## config.mk

```make
export PLATFORM = sky130hd
export DESIGN_NAME = out_stream_fifo
export DESIGN_NICKNAME = d
export VERILOG_FILES = /design/src/rtl/out_stream_fifo.sv
export SDC_FILE = /design/constraint.sdc
export NUM_CORES = 1
export LEC_CHECK = 0
export ABC_AREA = 1
export CORE_ASPECT_RATIO = 1.75
export CORE_UTILIZATION = 55
export CTS_CLUSTER_DIAMETER = 200
export DETAILED_ROUTE_END_ITERATION = 12
export PLACE_DENSITY = 0.85
export SLEW_MARGIN = 20
export SYNTH_ARGS = -nofsm -noshare
export SYNTH_HDL_FRONTEND = slang
export SYNTH_SLANG_ARGS = --single-unit
export TNS_END_PERCENT = 50
```

## constraint.sdc

```tcl
create_clock -name clk -period 2.6 [get_ports clk]
set_clock_uncertainty 0.05 [all_clocks]
set_input_delay 0.26 -clock clk [delete_from_list [all_inputs] [get_ports clk]]
set_output_delay 0.26 -clock clk [all_outputs]
set_load 0.1 [all_outputs]
```

## src/rtl/out_stream_fifo.sv

```systemverilog
// First-word-fall-through buffer between a non-stalling producer and a stallable consumer.
// Words offered while full are dropped and latched into a sticky overflow flag.
module out_stream_fifo #(
  parameter int DATA_W = 8,
  parameter int DEPTH  = 8,
  parameter int ADDR_W = 3
) (
  input  logic              clk,
  input  logic              rst,
  input  logic [DATA_W-1:0] in_data,
  input  logic              in_valid,
  output logic              in_ready,
  output logic [DATA_W-1:0] out_data,
  output logic              out_valid,
  input  logic              out_ready,
  output logic [ADDR_W:0]   count,
  output logic              overflow,
  input  logic              clr_ovf
);

  logic [DEPTH-1:0][DATA_W-1:0] mem;
  logic [ADDR_W:0]              wr_ptr, rd_ptr;
  logic                         full, empty, wr_en, rd_en;

  // Extra pointer MSB distinguishes full from empty when the index bits match.
  assign empty = (wr_ptr == rd_ptr);
  assign full  = (wr_ptr[ADDR_W-1:0] == rd_ptr[ADDR_W-1:0]) &&
                 (wr_ptr[ADDR_W] != rd_ptr[ADDR_W]);

  assign in_ready  = !full;
  assign out_valid = !empty;
  assign wr_en     = in_valid && !full;
  assign rd_en     = out_ready && !empty;
  assign out_data  = mem[rd_ptr[ADDR_W-1:0]];
  assign count     = wr_ptr - rd_ptr;

  always_ff @(posedge clk or posedge rst) begin
    if (rst) begin
      mem    <= '0;
      wr_ptr <= '0;
      rd_ptr <= '0;
    end else begin
      if (wr_en) begin
        mem[wr_ptr[ADDR_W-1:0]] <= in_data;
        wr_ptr                  <= wr_ptr + 1'b1;
      end
      if (rd_en) rd_ptr <= rd_ptr + 1'b1;
    end
  end

  // A fresh drop takes priority over a clear in the same cycle.
  always_ff @(posedge clk or posedge rst) begin
    if (rst)                   overflow <= 1'b0;
    else if (in_valid && full) overflow <= 1'b1;
    else if (clr_ovf)          overflow <= 1'b0;
  end

endmodule

```

==> run metrics <==
outcome=finished clean; commonest cells after routing, fill and taps aside=249 x nand2_1, 73 x dfrtp_1, 64 x nand4_1; fmax=407.1 MHz; Arrival @ worst endpoint=2.15 ns; CP Data Required Time=between 2 and 2.5 ns; clk_lat worst skew=roughly 0.34 ns; max_cap viols=0; gr ovfl total=0; Top Ports=28; Slew @ Worst Pin=0.5266 ns; Area Overhead vs Synth=16.54%; commonest non-fill, non-tap cell in the layout=nand2_1; TritonRoute pass-1 iters=7; synth unique cells=30; crit path cell chain=ha_1 > inv_1 > nor2_4 > nand2_4 > buf_12; Vert. Die Dim=116.4 um; final period utilization=94.47%; CP endpoint kind=primary output; syn_area_per_cell=a little under 8 um^2; Critical Path Start=wr_ptr[2]$_DFFE_PP0P_; antenna diode count=0; Total Routing Usage GR=31.34%; Crit path depth=5; Worst path max stage delay=0.51 ns; wire per inst=~17 um; Final Hold Vio Count=0; Final Wtd Congestion=0.8587; Post-Synthesis Cells=527; vias in the first global route=~3600; post_cts resized=0; Seq/Total Area, Yosys=44.39%; Seq cells post-synth=73; HPWL Detailed=7422 um; Chip Width=67.39 um; yosys warns=0; WL final=roughly 11000 um; Die ar.=0.007845 mm^2; Post-Syn Area=0.004115 mm^2; first-pass GRT wire length=roughly 18000 um; IO buf count=27; clock-pin slew on the worst setup and hold paths=0.06 ns; post-route DRC violation count=0; CTS max path bufs=2; Worst R2R End=mem[41]$_DFFE_PP0P_; Worst Reg-to-Reg Cells=7; Net Count, Synth=546; row count=41; reg2reg start=wr_ptr[2]$_DFFE_PP0P_; RSZ-0062 raised after global routing=no; post-route ant nets=0; via count=3728; Core Region=0.007233 mm^2; minimum clock period=between 2 and 2.5 ns; Worst path slowest cell=dfrtp_1; cts bufs inserted=9; Slew Limit Headroom=64.78%; Vias per Instance=5.862; initial antenna violation count=0; Setup TNS=0 ns; post-CTS setup repair buffer count=0; crit path launch type=flop; share of cells above drive strength 1=13.64%; CTS tree=built; pins over their slew limit=0; Crit Path Max Fanout=38; Fill cells=554; crit path to=in_ready; critical path class=reg2out; # setup viols final=0; largest net degree at the start of global routing=39; CP top delay family=flip-flops; Post-CTS Hold Buffers=0; reg2reg setup slack=0.43 ns; root buffer cell=clkbuf_16; Initial Util=56.89%; Layout Nets=564; TritonCTS Sinks=73; DRT iter0 DRCs=~320; Bufs and invs on worst path=2; worst hold-check path type=in2async; H-tree level count=3
cells by family (layout without fill, tap and decap cells):
| logic type | Yosys count | count (layout) | share of synthesized area, % |
|---|---|---|---|
| XOR/XNOR | 5 | 5 | 1.064 |
| AO/OA/AOI/OAI | 37 | 37 | 4.500 |
| flip-flops | 73 | 73 | 44.39 |
| AND/OR/NAND/NOR | 353 | 353 | 40.07 |
| buffers and inverters | 53 | 76 | 7.966 |
| adder cells (fa/ha/maj) | 6 | 6 | 2.007 |
tightest hold or removal path, cell delays in order:
cell	delay, ns
clkdlybuf4s50_1	0.41
inv_2	0.06
buf_4	0.38
synthesized netlist by cell type:
cell type / number / area share [%]
o21ai_0: 36 / 4.4
inv_2: 1 / 0.091
buf_8: 2 / 0.73
a21oi_1: 1 / 0.12
ha_1: 5 / 1.5
nand3_4: 2 / 0.85
nor2_4: 6 / 1.6
xnor2_1: 3 / 0.64
buf_2: 6 / 0.73
nand3b_1: 1 / 0.18
clkbuf_1: 8 / 0.73
xor2_1: 2 / 0.43
dfrtp_1: 73 / 44
inv_1: 12 / 1.1
buf_6: 10 / 2.7
buf_1: 1 / 0.091
clkbuf_2: 8 / 0.97
inv_4: 1 / 0.15
nand2_4: 2 / 0.55
fa_1: 1 / 0.49
nor3_4: 2 / 0.79
nand3_2: 6 / 1.5
nor2_2: 1 / 0.15
nand2_2: 2 / 0.30
buf_4: 3 / 0.55
nor2_1: 16 / 1.5
nand4_1: 64 / 9.7
nand3_1: 2 / 0.24
nand2_1: 249 / 23
clkinv_1: 1 / 0.091
registers in the layout, indices dropped and copies added, names as in the netlist:
register,cells
rd_ptr,4
mem,64
overflow,1
wr_ptr,4
final cells by class:
class                           instances  area, um^2  share of cell area, %
Multi-Input combinational cell        401        1968                  41.04
Sequential cell                        73        1827                  38.09
Timing Repair Buffer                   45       538.0                  11.22
Clock buffer                           10       239.0                  4.983
Tap cell                               86       107.6                  2.244
Inverter                               15       58.81                  1.226
Clock inverter                          6       57.56                  1.200
per-stage QoR:
stage               cells  hold slack [ns]  area, um^2  utilization, %  setup slack, ns
detailed placement    620           0.4064        4499           62.20           0.4489
global route          636           0.3647        4796           66.30          0.07466
CTS                   636           0.3076        4796           66.30           0.1364
floorplan             527           0.3190        4123               -          -0.4554
global placement      620           0.3999        4499           62.20           0.5550
finish                636           0.2891        4796           66.30           0.1437
routing by layer:
metal  global-route usage (%)  wire length [um]  up-vias
met3                    4.004               621       41
met2                    50.60              5436      149
met5                        0                 0        -
met1                    36.71              4047     1778
met4                    24.68               699        0
li1                         -                 -     1760
worst min path at each step:
| stage | from | endpoint | slack, ns | cells past startpoint |
|---|---|---|---|---|
| after floorplan | clr_ovf | overflow$_DFFE_PP0P_ | 0.32 | 1 |
| after global placement | mem[7]$_DFFE_PP0P_ | mem[7]$_DFFE_PP0P_ | 0.40 | 2 |
| after detailed placement | mem[4]$_DFFE_PP0P_ | mem[4]$_DFFE_PP0P_ | 0.41 | 2 |
| after CTS | rst | mem[5]$_DFFE_PP0P_ | 0.31 | 3 |
| after global routing | rst | mem[13]$_DFFE_PP0P_ | 0.36 | 3 |
| final | rst | mem[5]$_DFFE_PP0P_ | 0.29 | 3 |
Power is not shown: default switching activity piles up to over one toggle a cycle in this logic, so the estimate is an artifact.
